===== src/rtl/usb_pkg.sv =====
// Shared encodings for the full-speed USB receive path.
package usb_pkg;

    typedef enum logic [2:0] {
        st_idle = 3'd0,
        st_sync = 3'd1,
        st_data = 3'd2,
        st_eop  = 3'd3,
        st_err  = 3'd4
    } rx_state_e;

    typedef enum logic [1:0] {
        LS_SE0 = 2'b00,
        LS_J   = 2'b01,
        LS_K   = 2'b10
    } line_state_e;

    localparam logic [15:0] CRC16_RESIDUAL = 16'h800D;
    localparam logic [15:0] CRC16_POLY     = 16'h8005;
    localparam int unsigned STUFF_LIMIT    = 6;

    // SE0 dominates; otherwise the differential receiver picks J or K.
    function automatic line_state_e decode_line(input logic j, input logic se0);
        if (se0)    return LS_SE0;
        else if (j) return LS_J;
        else        return LS_K;
    endfunction

    function automatic logic maj3(input logic a, input logic b, input logic c);
        return (a & b) | (a & c) | (b & c);
    endfunction

endpackage


===== src/rtl/usb_crc16.sv =====
// Serial USB CRC16 (x^16+x^15+x^2+1), MSB-first register, preset to all ones.
// valid flags the fixed residual left after a correct CRC field has been shifted in.
module usb_crc16
    import usb_pkg::*;
(
    input  logic clk,
    input  logic rst_n,
    input  logic clken,
    input  logic dump,
    input  logic din,
    output logic valid
);

    logic [15:0] crc_q, crc_d;

    // One bit per clken: feedback shift, or plain drain when dumping the register.
    always_comb begin
        crc_d = crc_q;
        if (clken) begin
            if (dump) crc_d = {crc_q[14:0], 1'b1};
            else      crc_d = {crc_q[14:0], 1'b0} ^ ((din ^ crc_q[15]) ? CRC16_POLY : '0);
        end
    end

    // CRC register.
    always_ff @(posedge clk or negedge rst_n) begin
        if (!rst_n) crc_q <= '1;
        else        crc_q <= crc_d;
    end

    assign valid = (crc_q == CRC16_RESIDUAL);

endmodule


===== src/rtl/usb_rx.sv =====
// Full-speed USB receiver: synchronizer, 4x DPLL, SYNC detect, NRZI decode,
// destuffing, LSB-first byte assembly, EOP with CRC16 status.
// Optional build macro USB_RX_GLITCH_FILTER_EN: 3-sample majority filter on (j,se0).
module usb_rx
    import usb_pkg::*;
#(
    parameter int unsigned SYNC_STAGES = 2,
    parameter int unsigned SYNC_ZEROS  = 3
) (
    input  logic       clk_48,
    input  logic       rst_n,
    input  logic       rx_j,
    input  logic       rx_se0,
    input  logic       tx_en,
    output logic       rx_active,
    output logic [7:0] data,
    output logic       data_strobe,
    output logic       eop,
    output logic       crc16_ok,
    output logic       rx_err
);

    localparam logic [7:0] ZEROS_MIN = 8'(SYNC_ZEROS);

    logic [SYNC_STAGES-1:0] j_sync_q, j_sync_d, se0_sync_q, se0_sync_d;
    logic                   j_s, se0_s, j_f, se0_f;
    line_state_e            ls_cur, lvl_q, lvl_d, last_q, last_d;
    rx_state_e              state_q, state_d;
    logic [1:0]             phase_q, phase_d;
    logic [7:0]             zeros_q, zeros_d, shreg_q, shreg_d, data_q, data_d;
    logic [2:0]             ones_q, ones_d, bit_cnt_q, bit_cnt_d;
    logic                   partial_q, partial_d, se0_seen_q, se0_seen_d, armed_q, armed_d;
    logic                   strobe_q, strobe_d, eop_q, eop_d, ok_q, ok_d, err_q, err_d;
    logic                   sample, dec, crc_en, crc_valid, crc_rst_n;

    // Metastability chains on the raw comparator outputs.
    always_comb begin
        j_sync_d   = {j_sync_q[SYNC_STAGES-2:0], rx_j};
        se0_sync_d = {se0_sync_q[SYNC_STAGES-2:0], rx_se0};
    end

    assign j_s   = j_sync_q[SYNC_STAGES-1];
    assign se0_s = se0_sync_q[SYNC_STAGES-1];

`ifdef USB_RX_GLITCH_FILTER_EN
    logic [1:0] g0_q, g0_d, g1_q, g1_d;

    // History for the majority vote over the newest three synchronized samples.
    always_comb begin
        g0_d = {j_s, se0_s};
        g1_d = g0_q;
    end

    // Majority history registers.
    always_ff @(posedge clk_48 or negedge rst_n) begin
        if (!rst_n) begin
            g0_q <= 2'b10;
            g1_q <= 2'b10;
        end else begin
            g0_q <= g0_d;
            g1_q <= g1_d;
        end
    end

    assign j_f   = maj3(j_s, g0_q[1], g1_q[1]);
    assign se0_f = maj3(se0_s, g0_q[0], g1_q[0]);
`else
    assign j_f   = j_s;
    assign se0_f = se0_s;
`endif

    assign ls_cur    = decode_line(j_f, se0_f);
    assign sample    = (phase_q == 2'd2);
    assign dec       = (lvl_q == last_q);
    assign crc_rst_n = rst_n & (state_q != st_idle);

    // DPLL, NRZI decode, destuffing and packet state machine.
    always_comb begin
        lvl_d      = ls_cur;
        phase_d    = (ls_cur != lvl_q) ? 2'd0 : phase_q + 2'd1;
        armed_d    = armed_q;
        if (tx_en)              armed_d = 1'b0;
        else if (lvl_q == LS_J) armed_d = 1'b1;
        last_d     = sample ? lvl_q : last_q;
        state_d    = state_q;
        zeros_d    = zeros_q;
        ones_d     = ones_q;
        bit_cnt_d  = bit_cnt_q;
        shreg_d    = shreg_q;
        partial_d  = partial_q;
        se0_seen_d = se0_seen_q;
        data_d     = data_q;
        strobe_d   = 1'b0;
        eop_d      = 1'b0;
        ok_d       = 1'b0;
        err_d      = 1'b0;
        crc_en     = 1'b0;
        case (state_q)
            st_idle: begin
                last_d     = LS_J;
                zeros_d    = '0;
                ones_d     = '0;
                bit_cnt_d  = '0;
                partial_d  = 1'b0;
                se0_seen_d = 1'b0;
                if (!tx_en && armed_q && lvl_q == LS_K) state_d = st_sync;
            end
            st_sync: begin
                if (sample) begin
                    if (lvl_q == LS_SE0) state_d = st_idle;
                    else if (dec)        state_d = (zeros_q >= ZEROS_MIN) ? st_data : st_idle;
                    else if (zeros_q < ZEROS_MIN) zeros_d = zeros_q + 8'd1;
                end
            end
            st_data: begin
                if (sample) begin
                    if (lvl_q == LS_SE0) begin
                        state_d   = st_eop;
                        partial_d = (bit_cnt_q != 3'd0);
                    end else if (ones_q == 3'(STUFF_LIMIT)) begin
                        ones_d = '0;
                        if (dec) begin
                            err_d   = 1'b1;
                            state_d = st_err;
                        end
                    end else begin
                        crc_en    = 1'b1;
                        shreg_d   = {dec, shreg_q[7:1]};
                        ones_d    = dec ? ones_q + 3'd1 : 3'd0;
                        bit_cnt_d = bit_cnt_q + 3'd1;
                        if (bit_cnt_q == 3'd7) begin
                            data_d   = {dec, shreg_q[7:1]};
                            strobe_d = 1'b1;
                        end
                    end
                end
            end
            st_eop: begin
                if (sample && lvl_q == LS_J) begin
                    state_d = st_idle;
                    if (partial_q) err_d = 1'b1;
                    else begin
                        eop_d = 1'b1;
                        ok_d  = crc_valid;
                    end
                end
            end
            st_err: begin
                if (sample) begin
                    if (lvl_q == LS_SE0)                 se0_seen_d = 1'b1;
                    else if (lvl_q == LS_J && se0_seen_q) state_d   = st_idle;
                end
            end
            default: state_d = st_idle;
        endcase
        // Local transmit owns the bus: drop whatever was in flight without reporting it.
        if (tx_en) begin
            state_d  = st_idle;
            strobe_d = 1'b0;
            eop_d    = 1'b0;
            ok_d     = 1'b0;
            err_d    = 1'b0;
        end
    end

    // State and datapath registers.
    always_ff @(posedge clk_48 or negedge rst_n) begin
        if (!rst_n) begin
            j_sync_q   <= '1;
            se0_sync_q <= '0;
            lvl_q      <= LS_J;
            last_q     <= LS_J;
            state_q    <= st_idle;
            phase_q    <= '0;
            zeros_q    <= '0;
            ones_q     <= '0;
            bit_cnt_q  <= '0;
            shreg_q    <= '0;
            data_q     <= '0;
            partial_q  <= 1'b0;
            se0_seen_q <= 1'b0;
            armed_q    <= 1'b1;
            strobe_q   <= 1'b0;
            eop_q      <= 1'b0;
            ok_q       <= 1'b0;
            err_q      <= 1'b0;
        end else begin
            j_sync_q   <= j_sync_d;
            se0_sync_q <= se0_sync_d;
            lvl_q      <= lvl_d;
            last_q     <= last_d;
            state_q    <= state_d;
            phase_q    <= phase_d;
            zeros_q    <= zeros_d;
            ones_q     <= ones_d;
            bit_cnt_q  <= bit_cnt_d;
            shreg_q    <= shreg_d;
            data_q     <= data_d;
            partial_q  <= partial_d;
            se0_seen_q <= se0_seen_d;
            armed_q    <= armed_d;
            strobe_q   <= strobe_d;
            eop_q      <= eop_d;
            ok_q       <= ok_d;
            err_q      <= err_d;
        end
    end

    usb_crc16 u_crc16 (
        .clk   (clk_48),
        .rst_n (crc_rst_n),
        .clken (crc_en),
        .dump  (1'b0),
        .din   (dec),
        .valid (crc_valid)
    );

    assign rx_active   = (state_q == st_data) || (state_q == st_eop) || (state_q == st_err);
    assign data        = data_q;
    assign data_strobe = strobe_q;
    assign eop         = eop_q;
    assign crc16_ok    = ok_q;
    assign rx_err      = err_q;

endmodule


===== config.mk =====
export PLATFORM = sky130hd
export DESIGN_NAME = usb_rx
export DESIGN_NICKNAME = d
export VERILOG_FILES = /design/src/rtl/usb_pkg.sv /design/src/rtl/usb_crc16.sv /design/src/rtl/usb_rx.sv
export SDC_FILE = /design/constraint.sdc
export NUM_CORES = 1
export LEC_CHECK = 0
export ABC_AREA = 1
export ABC_CLOCK_PERIOD_IN_PS = 1700
export BUFFER_PORTS_ARGS = -buffer_cell sky130_fd_sc_hd__buf_2
export CORE_MARGIN = 2
export CORE_UTILIZATION = 39
export DETAILED_ROUTE_END_ITERATION = 6
export GPL_TIMING_DRIVEN = 0
export MAX_ROUTING_LAYER = met4
export PLACE_DENSITY_LB_ADDON = 0.2
export SLEW_MARGIN = 25
export SYNTH_ARGS = -nofsm -noshare
export SYNTH_HDL_FRONTEND = slang
export SYNTH_SLANG_ARGS = --single-unit

===== constraint.sdc =====
create_clock -name clk_48 -period 1.7 [get_ports clk_48]
set_input_delay 0.085 -clock clk_48 [delete_from_list [all_inputs] [get_ports clk_48]]
set_output_delay 0.085 -clock clk_48 [all_outputs]
set_load 0.05 [all_outputs]

==> parameters.txt <==
Parameter                              Value

Clock network
  Clock-pin slew on the worst setup and hold paths    70 ps
  Clock tree from TritonCTS    built
  Number of buffers created by CTS    9
  Worst-case clock buffer depth    2
  H-tree levels    3
  Number of sinks on the clock net    65
  Worst-skew pair later-pin latency    340 ps
  Clock root buffer    clkbuf_8

Synthesis
  Synthesis warning total    0
  Post-synthesis simple-gate area fraction    0.216
  Net count after synthesis    341
  Share of cell area taken by muxes after synthesis    0
  Number of distinct library cells after synthesis    27
  Number of standard cells after synthesis    329
  Count of flip-flops with a built-in enable after synthesis    0
  Xor-xnor portion of the synthesized cell area    0.0149
  Biggest area contributors in the synthesized netlist    dfrtp_1 (38%), dfstp_2 (19%), nand2_1 (10%)
  Ranking of synthesized cells by instance count    nand2_1 (78), inv_1 (48), dfrtp_1 (44), nor2_1 (27), o21ai_1 (23)
  Combinational family with the most area after synthesis    simple AND/OR/NAND/NOR gates
  Summed instance area of the synthesized netlist    2930 um^2
  Dominant cell type by area after synthesis    dfrtp_1
  Adder-cell share of the synthesized area    0.0299
  Dominant cell by count in the synthesized netlist    nand2_1
  Fraction of registers with async set/reset    1.00
  Syn avg cell area    8.91 um^2
  Synthesized-area fraction occupied by ao, oa, aoi and oai cells    0.0837
  Number of register bits inferred by synthesis    65
  Primary flip-flop cell chosen by synthesis mapping    dfrtp_1
  Proportion of netlist area held by the largest area contributor    0.376
  Sequential element share of the synthesized area    0.564

Hold path
  Type of the most critical hold path    in2reg
  Startpoint of the worst hold path    tx_en
  Hold-critical path endpoint    data_strobe$_DFF_PN0_
  Worst Hold Depth    2

Die
  Initial Utilization    0.404
  Die W    between 90 and 100 um
  Row Count    31
  Die outline area    about 8200 um^2
  Die span in y    90.7 um
  Core outline area    7250 um^2
  Top-Level Pins    18

Worst setup path
  Capture instance of the worst register-to-register path    data[0]$_DFFE_PN0P_
  CP max-delay cell    dfstp_2
  Critical path endpoint category    flip-flop
  Arrival time at the worst endpoint    1880 ps
  Launching element of the worst setup path    lvl_q[0]$_DFF_PN1_
  Number of cell instances on the worst register-to-register path    9
  Category of the most critical setup path    reg2reg
  Critical Path RT    1980 ps
  Setup crit start kind    flip-flop
  Max stage delay on crit path    530 ps
  Worst-path cell chain    buf_6 -> nor2_4 -> inv_4 -> nand3_4 -> nor2_4 -> buf_8 -> buf_6 -> nand3_1 -> nand2_1
  Maximum fanout count along the critical path    10
  Crit Reg-Reg Startpoint    lvl_q[0]$_DFF_PN1_
  Worst-case register-to-register setup slack    ~94 ps

Finish
  N_diodes    0
  Final cell area excluding filler cells    3530 um^2
  Count of nets after finishing    381
  Area delta synth->final    20.3%
  Ratio of cells with drive above 1 in the final layout    0.241

Timing
  Smallest hold slack    117 ps
  Slew of the pin with the lowest slew margin    615 ps
  Final worst path period share    0.945
  Achievable clock frequency    0.623 GHz
  Slew Viols, Final    0
  Time the final worst path needs with I/O delays and setup    1610 ps
  RSZ-0062 raised after global routing    yes
  Clock Skew    6.84 ps
  Remaining max-slew budget at the tightest pin    0.590
  Final number of setup-violating endpoints    0
  Count of final hold-check violations    0
  Final setup slack of the worst path    approximately 94 ps

GRT
  GR met3 Demand/Resource    0.0426
  Global routing usage on met1    0.205
  Pin count of the biggest net entering global routing    approximately 50
  Global-route wire length before repair    9840 um
  Vias in the first global route    approximately 2,100
  Met2 Resource Use GR    0.222
  Total global routing overflow    0
  Busiest layer in global routing    met2
  Global-route total usage across every layer    0.155
  Initial antenna violation count    0

Job
  Max_cap viols    0

Placement
  Post-detailed-placement cell area    ~3100 um^2
  Detailed placement HPWL    3890 um
  Global placer's final weighted congestion    slightly above 0.8
  Worst slack, placed    -133 ps
  PortBufs    16

Pwr
  Worst-case vdd ir drop    447 uV
  Leakage power of the design    1.67 nW
  Total power    0.00346 W
  Power per cell area    980 nW/um^2

Drt
  Post-route ant nets    0
  Post-detailed-route DRC marker count    0
  Vias after detailed routing    2,197
  Iteration-0 DRC count of the detailed router    between 100 and 150
  Vias/cell    4.65
  DRT Wirelength    around 5600 um
  Detailed-route wire length per cell    between 10 and 15 um
  First-pass iteration count of the detailed router    4

Status
  Run status    finished clean
how the worst max path moves through the flow:
stage               slack [ps]  depth (start not counted)                           end
floorplan                  170                          9           data[7]$_DFFE_PN0P_
global placement          -360                          3  u_crc16.crc_q[7]$_DFFE_PN1P_
detailed placement        -130                          8        shreg_q[6]$_DFFE_PN0P_
CTS                         70                          9        state_q[1]$_DFFE_PN0P_
global route               -20                         10         ones_q[0]$_DFFE_PN0P_
finish                      90                          9           data[0]$_DFFE_PN0P_
placed cells by master (no fill, tap or decap), types with 5 or more instances in the layout:
cell type and count:
o21ai_1 23, inv_1 47, buf_2 15, ha_1 6, nand4_1 8, buf_4 11
clkbuf_8 9, nor2_1 26, a21oi_1 5, nand2_1 77, nand3_1 17, dfrtp_1 44
dfstp_2 21, o21ai_0 14
area by class of cell:
class	instances	area, um^2
fill	722	3730
sequential	65	1650
multi-input combinational	203	1060
timing repair buffer	30	213
inverter	52	201
clock buffer	9	124
tap	99	124
buffer	8	93.8
clock inverter	6	60.1
what timing repair did:
action,4_1_cts,5_1_grt
buffers inserted,0,10
hold buffers,3,0
endpoints found under the setup margin,45,47
gates cloned,0,1
gates resized for setup,1,17
hold endpoints to repair,46,0
pin swaps,0,4
state kept, by name, indices dropped and copies added, names as in the netlist:
| name | cells |
|---|---|
| armed_q | 1 |
| bit_cnt_q | 3 |
| crc16_ok | 1 |
| data | 8 |
| data_strobe | 1 |
| eop | 1 |
| j_sync_q | 2 |
| last_q | 2 |
| lvl_q | 2 |
| ones_q | 3 |
| partial_q | 1 |
| phase_q | 2 |
| rx_err | 1 |
| se0_seen_q | 1 |
| se0_sync_q | 2 |
| shreg_q | 7 |
| state_q | 3 |
| u_crc16.crc_q | 16 |
| zeros_q | 8 |
per-layer routing:
metal  vias to the layer above  share of wire  wire length, um
li1                       1114              -                -
met1                      1044           0.49             2760
met2                        31           0.46             2580
met3                         8          0.034              188
met4                         0          0.013               75
met5                         -              0                0
kinds of logic after synthesis:
logic type      after synthesis
compound gates               47
xor+xnor                      5
fa+ha+maj                     7
buf+inv                      61
flops                        65
simple gates                144
worst max-delay path: cells and delay by family (launching register included):
family,cells,cell delay [ps]
flops,1,530
simple gates,5,500
buf+inv,4,500
report_power, final:
group	switching [W]	total [W]	leakage, nW	internal (W)
combinational	0.000371	0.000544	0.759	0.000173
sequential	0.0000503	0.00167	0.824	0.00162
clock	0.000584	0.00124	0.0909	0.000660
total	0.00101	0.00346	1.67	0.00245
per-stage QoR:
step           utilization  setup TNS (ps)  std cells
2_1_floorplan            -               0        329
3_3_place_gp         0.432           -8240        444
3_5_place_dp         0.433           -3360        444
4_1_cts              0.462               0        461
5_1_grt              0.486           -74.0        472
6_report             0.486               0        472
Note: power is estimated with default switching activity, not from simulation.
